$ cat config.mk
export PLATFORM = sky130hd
export DESIGN_NAME = data_pipe_path_scheduler
export DESIGN_NICKNAME = d
export VERILOG_FILES = /design/src/rtl/data_pipe_path_scheduler.sv
export SDC_FILE = /design/constraint.sdc
export NUM_CORES = 1
export LEC_CHECK = 0
export ABC_AREA = 1
export BUFFER_PORTS_ARGS = -buffer_cell sky130_fd_sc_hd__buf_2
export CAP_MARGIN = 20
export CORE_MARGIN = 2
export CORE_UTILIZATION = 41
export CTS_CLUSTER_DIAMETER = 100
export DETAILED_ROUTE_END_ITERATION = 6
export RECOVER_POWER = 25
export SKIP_CTS_REPAIR_TIMING = 1
export SLEW_MARGIN = 20
export SYNTH_ARGS = -nofsm -noshare
export SYNTH_HDL_FRONTEND = slang
export SYNTH_SLANG_ARGS = --single-unit
$ cat constraint.sdc
create_clock -name clock -period 3.5 [get_ports clock]
set_input_delay 0.35 -clock clock [delete_from_list [all_inputs] [get_ports clock]]
set_output_delay 0.35 -clock clock [all_outputs]
set_load 0.01 [all_outputs]
$ cat src/rtl/data_pipe_path_scheduler.sv
// -----------------------------------------------------------------------------
// data_pipe_path_scheduler
//
// Round-robin scheduler for the 1-to-8 data_pipe interconnect. It picks one
// requesting downstream path and drives the interconnect path select
// (sw/sw_vld). It also gates the upstream stream, so the select only changes
// while the interconnect is drained. A grant lasts one burst. The burst ends on
// a tagged last beat, on the beat limit, or when the grantee withdraws its
// request.
//
// Ports
//   clock      system clock
//   rst_n      asynchronous active-low reset
//   clk_en     clock enable; qualifies every state change, count and accept
//   req[7:0]   per-path request
//   src_valid  upstream valid
//   src_last   upstream last-beat tag (sampled with src_valid)
//   src_ready  ready to upstream
//   ic_valid   valid to interconnect s00
//   ic_ready   ready from interconnect s00
//   sw[2:0]    path index to interconnect
//   sw_vld     path index valid
//   grant[7:0] one-hot current path, zero when none
//   busy       high in every state but IDLE
//   beat_cnt   beats accepted in the current grant
//
// state  | meaning
// -------+----------------------------------------------------------------
// IDLE   | no request pending, select invalid
// ARB    | one-cycle round-robin search starting after the last winner
// SETTLE | select valid, stream still closed while the switch settles
// GRANT  | stream open, beats flow to the selected path
// DRAIN  | stream closed, select held until the interconnect has emptied
// -----------------------------------------------------------------------------
module data_pipe_path_scheduler #(
    parameter int MAX_BEATS  = 16,
    parameter int SETTLE_CYC = 2,
    parameter int DRAIN_CYC  = 4
) (
    input  logic       clock,
    input  logic       rst_n,
    input  logic       clk_en,
    input  logic [7:0] req,
    input  logic       src_valid,
    input  logic       src_last,
    output logic       src_ready,
    output logic       ic_valid,
    input  logic       ic_ready,
    output logic [2:0] sw,
    output logic       sw_vld,
    output logic [7:0] grant,
    output logic       busy,
    output logic [7:0] beat_cnt
);

    typedef enum logic [2:0] {
        IDLE   = 3'd0,
        ARB    = 3'd1,
        SETTLE = 3'd2,
        GRANT  = 3'd3,
        DRAIN  = 3'd4
    } state_t;

    localparam logic [7:0] MAX_B8    = 8'(MAX_BEATS);
    localparam logic [3:0] SETTLE_LD = 4'(SETTLE_CYC - 1);
    localparam logic [3:0] DRAIN_LD  = 4'(DRAIN_CYC - 1);

    state_t     state, state_nxt;
    logic [2:0] ptr, ptr_nxt;
    logic [3:0] tmr, tmr_nxt;
    logic [2:0] sw_nxt;
    logic       sw_vld_nxt;
    logic [7:0] grant_nxt;
    logic [7:0] beat_nxt;

    logic       arb_found;
    logic [2:0] arb_idx;
    logic [2:0] cand;
    logic       accept;
    logic [7:0] beat_inc;

    // Stream gating is purely combinational on state, so an async reset
    // closes the stream at once without waiting for an edge.
    assign ic_valid  = src_valid & (state == GRANT);
    assign src_ready = ic_ready & (state == GRANT);
    assign busy      = (state != IDLE);
    assign accept    = ic_valid & ic_ready & clk_en;
    assign beat_inc  = beat_cnt + 8'd1;

    // Search ptr+1 .. ptr+8 (mod 8). The last grantee is checked last, so it
    // has the lowest priority.
    always_comb begin
        arb_found = 1'b0;
        arb_idx   = ptr;
        cand      = ptr;
        for (int i = 1; i <= 8; i++) begin
            cand = ptr + 3'(i);
            if (!arb_found && req[cand]) begin
                arb_found = 1'b1;
                arb_idx   = cand;
            end
        end
    end

    always_comb begin
        state_nxt  = state;
        ptr_nxt    = ptr;
        tmr_nxt    = tmr;
        sw_nxt     = sw;
        sw_vld_nxt = sw_vld;
        grant_nxt  = grant;
        beat_nxt   = beat_cnt;
        if (clk_en) begin
            case (state)
                IDLE: begin
                    if (|req) state_nxt = ARB;
                end
                ARB: begin
                    if (arb_found) begin
                        state_nxt  = SETTLE;
                        sw_nxt     = arb_idx;
                        sw_vld_nxt = 1'b1;
                        grant_nxt  = 8'd1 << arb_idx;
                        ptr_nxt    = arb_idx;
                        beat_nxt   = 8'd0;
                        tmr_nxt    = SETTLE_LD;
                    end else begin
                        state_nxt  = IDLE;
                        sw_vld_nxt = 1'b0;
                        grant_nxt  = 8'd0;
                    end
                end
                SETTLE: begin
                    if (tmr == 4'd0) state_nxt = GRANT;
                    else             tmr_nxt   = tmr - 4'd1;
                end
                GRANT: begin
                    // An accept always counts. A request drop in the same
                    // cycle only closes the burst after that beat.
                    if (accept) begin
                        if (beat_cnt != MAX_B8) beat_nxt = beat_inc;
                        if (src_last || (beat_inc == MAX_B8)) begin
                            state_nxt = DRAIN;
                            tmr_nxt   = DRAIN_LD;
                        end else if (!req[sw]) begin
                            state_nxt = DRAIN;
                            tmr_nxt   = DRAIN_LD;
                        end
                    end else if (!req[sw]) begin
                        state_nxt = DRAIN;
                        tmr_nxt   = DRAIN_LD;
                    end
                end
                DRAIN: begin
                    if (tmr == 4'd0) begin
                        sw_vld_nxt = 1'b0;
                        grant_nxt  = 8'd0;
                        state_nxt  = (|req) ? ARB : IDLE;
                    end else begin
                        tmr_nxt = tmr - 4'd1;
                    end
                end
                default: begin
                    state_nxt  = IDLE;
                    sw_vld_nxt = 1'b0;
                    grant_nxt  = 8'd0;
                end
            endcase
        end
    end

    always_ff @(posedge clock or negedge rst_n) begin
        if (!rst_n) begin
            state    <= IDLE;
            ptr      <= 3'd7;
            tmr      <= 4'd0;
            sw       <= 3'd0;
            sw_vld   <= 1'b0;
            grant    <= 8'd0;
            beat_cnt <= 8'd0;
        end else begin
            state    <= state_nxt;
            ptr      <= ptr_nxt;
            tmr      <= tmr_nxt;
            sw       <= sw_nxt;
            sw_vld   <= sw_vld_nxt;
            grant    <= grant_nxt;
            beat_cnt <= beat_nxt;
        end
    end

endmodule

==> results.txt <==
----------------------------------------------------
[Final layout]
  Combined area of the multi-input logic cells ... 1400 sq um
  Antenna diode count ... 0
  Sequential cell area ... 754 sq um
  Share of cells above drive strength 1 ... 20.0%
  Number of filler instances in the final layout ... 578
  Layout overhead on the synthesized area ... 13.8%
  Net total in the final layout ... 419
  Final std cell area, no fill ... 2720 sq um

[STA]
  Hold Vio Cnt, Final ... 0
  Setup TNS Final ... 0 ps
  Worst-Margin Slew ... 1600 ps
  Part of the cycle the worst path needs ... 80.5%
  Max-Slew Margin vs Limit ... -6.53%
  Clock period minus final worst setup slack ... 2820 ps
  Max Clk Rate ... 355 MHz
  Max Transition Viols Final ... 31
  Final setup viols ... 0
  Setup repair after global routing missed its margin ... no
  Clock skew ... 5.91 ps

[Floorplanning]
  Number of I/O pins ... 37
  Overall die area ... 6450 sq um
  DIE HEIGHT ... 80.3 um
  Core region area ... 5570 sq um
  Die W ... 80.3 um
  Num rows ... 27
  Starting Density ... 42.8%

[Worst setup path]
  Critical path's top delay family ... simple AND/OR/NAND/NOR gates
  Critical Path Source Type ... flip-flop
  Sort of element at the end of the critical path ... flip-flop
  Crit path largest cell delay ... 660 ps
  Arrival time of the worst setup path ... 3040 ps
  Critical path data required time ... 3720 ps
  Crit Path Max Fanout ... 13
  Worst path slowest cell ... sky130_fd_sc_hd__dfstp_2
  Worst-path cell chain ... inv_2 > ha_1 > inv_2 > nand3_1 > nand3_1 > nand2_2 > clkinv_2 > nand3_2 > nor2_4 > nand4_4 > clkinv_2 > nand2_2 > a21oi_1 > nand2_1 > nand2_1
  Start-to-end type of the worst setup path ... reg2reg
  Buffers plus inverters on the worst setup path ... 4
  R2R setup slack ... 680 ps

[Clocking]
  Sinks on the clock net ... 30
  CTS root buf ... sky130_fd_sc_hd__clkbuf_8
  # H-tree levels ... 2
  TritonCTS clock tree ... built
  Clock Tree Buf Depth ... 2
  Clock-pin slew of the registers on the worst-case setup and hold paths ... 70 ps
  Clock latency on the worst-skew pair ... 280 ps
  TritonCTS buffer count ... 5

[Synth]
  Most common cell in the netlist ... sky130_fd_sc_hd__nand2_1
  Fraction of post-synthesis cell area in the top cell type by area ... 28.3%
  Sequential share of the synthesized area ... 31.6%
  Mean post-synth cell area ... 6.63 sq um
  Synthesized instance count ... 360
  Cell types with the largest area share after synthesis ... sky130_fd_sc_hd__dfrtp_1 28%, sky130_fd_sc_hd__nand2_1 17%, sky130_fd_sc_hd__nand3_1 9.0%
  Synth cell types ... 36
  Asr flop ratio synth ... 100%
  Net count after synthesis ... 380
  Primary flip-flop cell chosen by synthesis mapping ... sky130_fd_sc_hd__dfrtp_1
  Synthesized flop and latch total ... 30
  Most area-hungry cell type in the Yosys netlist ... sky130_fd_sc_hd__dfrtp_1
  Synthesized area ... 2390 sq um
  Number of enable-type register cells in the synthesized netlist ... 0
  Most used standard cells in the synthesized netlist ... 109 x sky130_fd_sc_hd__nand2_1, 43 x sky130_fd_sc_hd__nand3_1, 37 x sky130_fd_sc_hd__inv_1
  Total of warnings raised by yosys ... 0

[Routing]
  Post-route DRC violation count ... 0
  Number of antenna-violating nets in the routed design ... 0
  Average via count per standard cell ... 5.05
  Number of DRC violations after detailed-routing iteration 0 ... 184
  DRT Pass-1 Iters ... 4
  Routed length per instance ... 12.3 um
  Total via count in the routed design ... 2384
  Wire length reported by the detailed router ... 5820 um

[Placed design]
  Area of placed instances ... 2630 sq um
  Final weighted congestion in routability-driven placement ... 0.867
  Final HPWL from detailed placement ... 4570 um
  Quantity of I/O buffers inserted on ports ... 36

[Global route]
  Met3 track utilization from global routing ... 3.37%
  Number of global-route vias before repair ... 2191
  Antenna violations before repair ... 0
  Grt met1 use ... 27.3%
  Global-route wire length before repair ... 10100 um
  Global-route usage over all layers ... 19.8%
  Met2 Resource Use GR ... 32.3%
  Most congested layer reported by global routing ... met2
  Overall overflow remaining after global route ... 0
  Largest net degree at the start of global routing ... 31

[Run status]
  Violated checks ... capacitance limit, slew limit
  Status ... complete, but fails checks

[Job]
  Maximum capacitance violations ... 1

[Worst hold path]
  Hold WC Path Type ... in2reg

----------------------------------------------------
sequential cells by signal, indices dropped and copies added, names as in the netlist:
signal	count
sw_vld	1
beat_cnt	8
state	3
ptr	3
tmr	4
grant	8
sw	3
cells in the final DEF (no fill, tap or decap), drive strengths merged:
cell    netlist  final
o21bai        2      2
xnor2         3      3
inv          49     49
a21oi        11     11
buf           4     35
o22ai         3      3
dfrtp        27     27
mux2i         1      1
ha            6      6
o21ai        23     23
nor2         35     35
dfstp         3      3
clkinv        3      4
nor4          3      3
nand4         6      6
a211oi        1      1
o32ai         2      2
xor2          7      7
nand3        46     46
clkbuf        0      8
o211ai        1      1
nor3          4      4
nand2       120    120
layer usage:
metal	up-vias	share of wire, %	routed length, um
met2	56	47	2730
li1	1244	-	-
met3	4	4.0	232
met4	0	0.70	41
met1	1080	48	2820
met5	-	0	0
path summary, 6_finish.rpt:
kind	startpoint	to	cells past startpoint
max	ptr[0]$_DFFE_PN1P_	grant[1]$_DFFE_PN0P_	15
max reg2reg	ptr[0]$_DFFE_PN1P_	grant[1]$_DFFE_PN0P_	15
min	clk_en	state[1]$_DFFE_PN0P_	4
min reg2reg	grant[3]$_DFFE_PN0P_	grant[3]$_DFFE_PN0P_	2
max in group asynchronous	rst_n	state[0]$_DFFE_PN0P_	1
min in group asynchronous	rst_n	sw_vld$_DFFE_PN0P_	1
per-stage QoR:
step,hold WS [ps],cells,worst slack (ps),util (%)
2_1_floorplan,54.4,360,1050,-
3_3_place_gp,430,464,749,47.1
3_5_place_dp,437,464,731,47.1
4_1_cts,134,472,710,48.8
5_1_grt,466,472,400,48.7
6_report,430,472,681,48.7
final cells by class:
class                           instances  share of cell area [%]
Multi-Input combinational cell        274                    51.7
Clock inverter                          1                   0.184
Inverter                               52                    7.28
Tap cell                               72                    3.32
Timing Repair Buffer                   36                    6.59
Clock buffer                            7                    3.18
Sequential cell                        30                    27.8
cells by family (layout without fill, tap and decap cells):
logic type,Yosys count,count (layout),synth area share (%)
flops,30,30,31.6
xor+xnor,10,10,3.98
compound gates,43,43,10.1
fa+ha+maj,6,6,3.14
simple gates,214,214,41.2
buf+inv,56,96,9.59
mux,1,1,0.419
worst reg2reg max path, delay by kind of cell (launching register included):
kind / cells / cell delay [ps]
fa+ha+maj: 1 / 430
flops: 1 / 660
compound gates: 1 / 210
simple gates: 9 / 980
buf+inv: 4 / 510
Power is not shown: default switching activity piles up to over one toggle a cycle in this logic, so the estimate is an artifact.
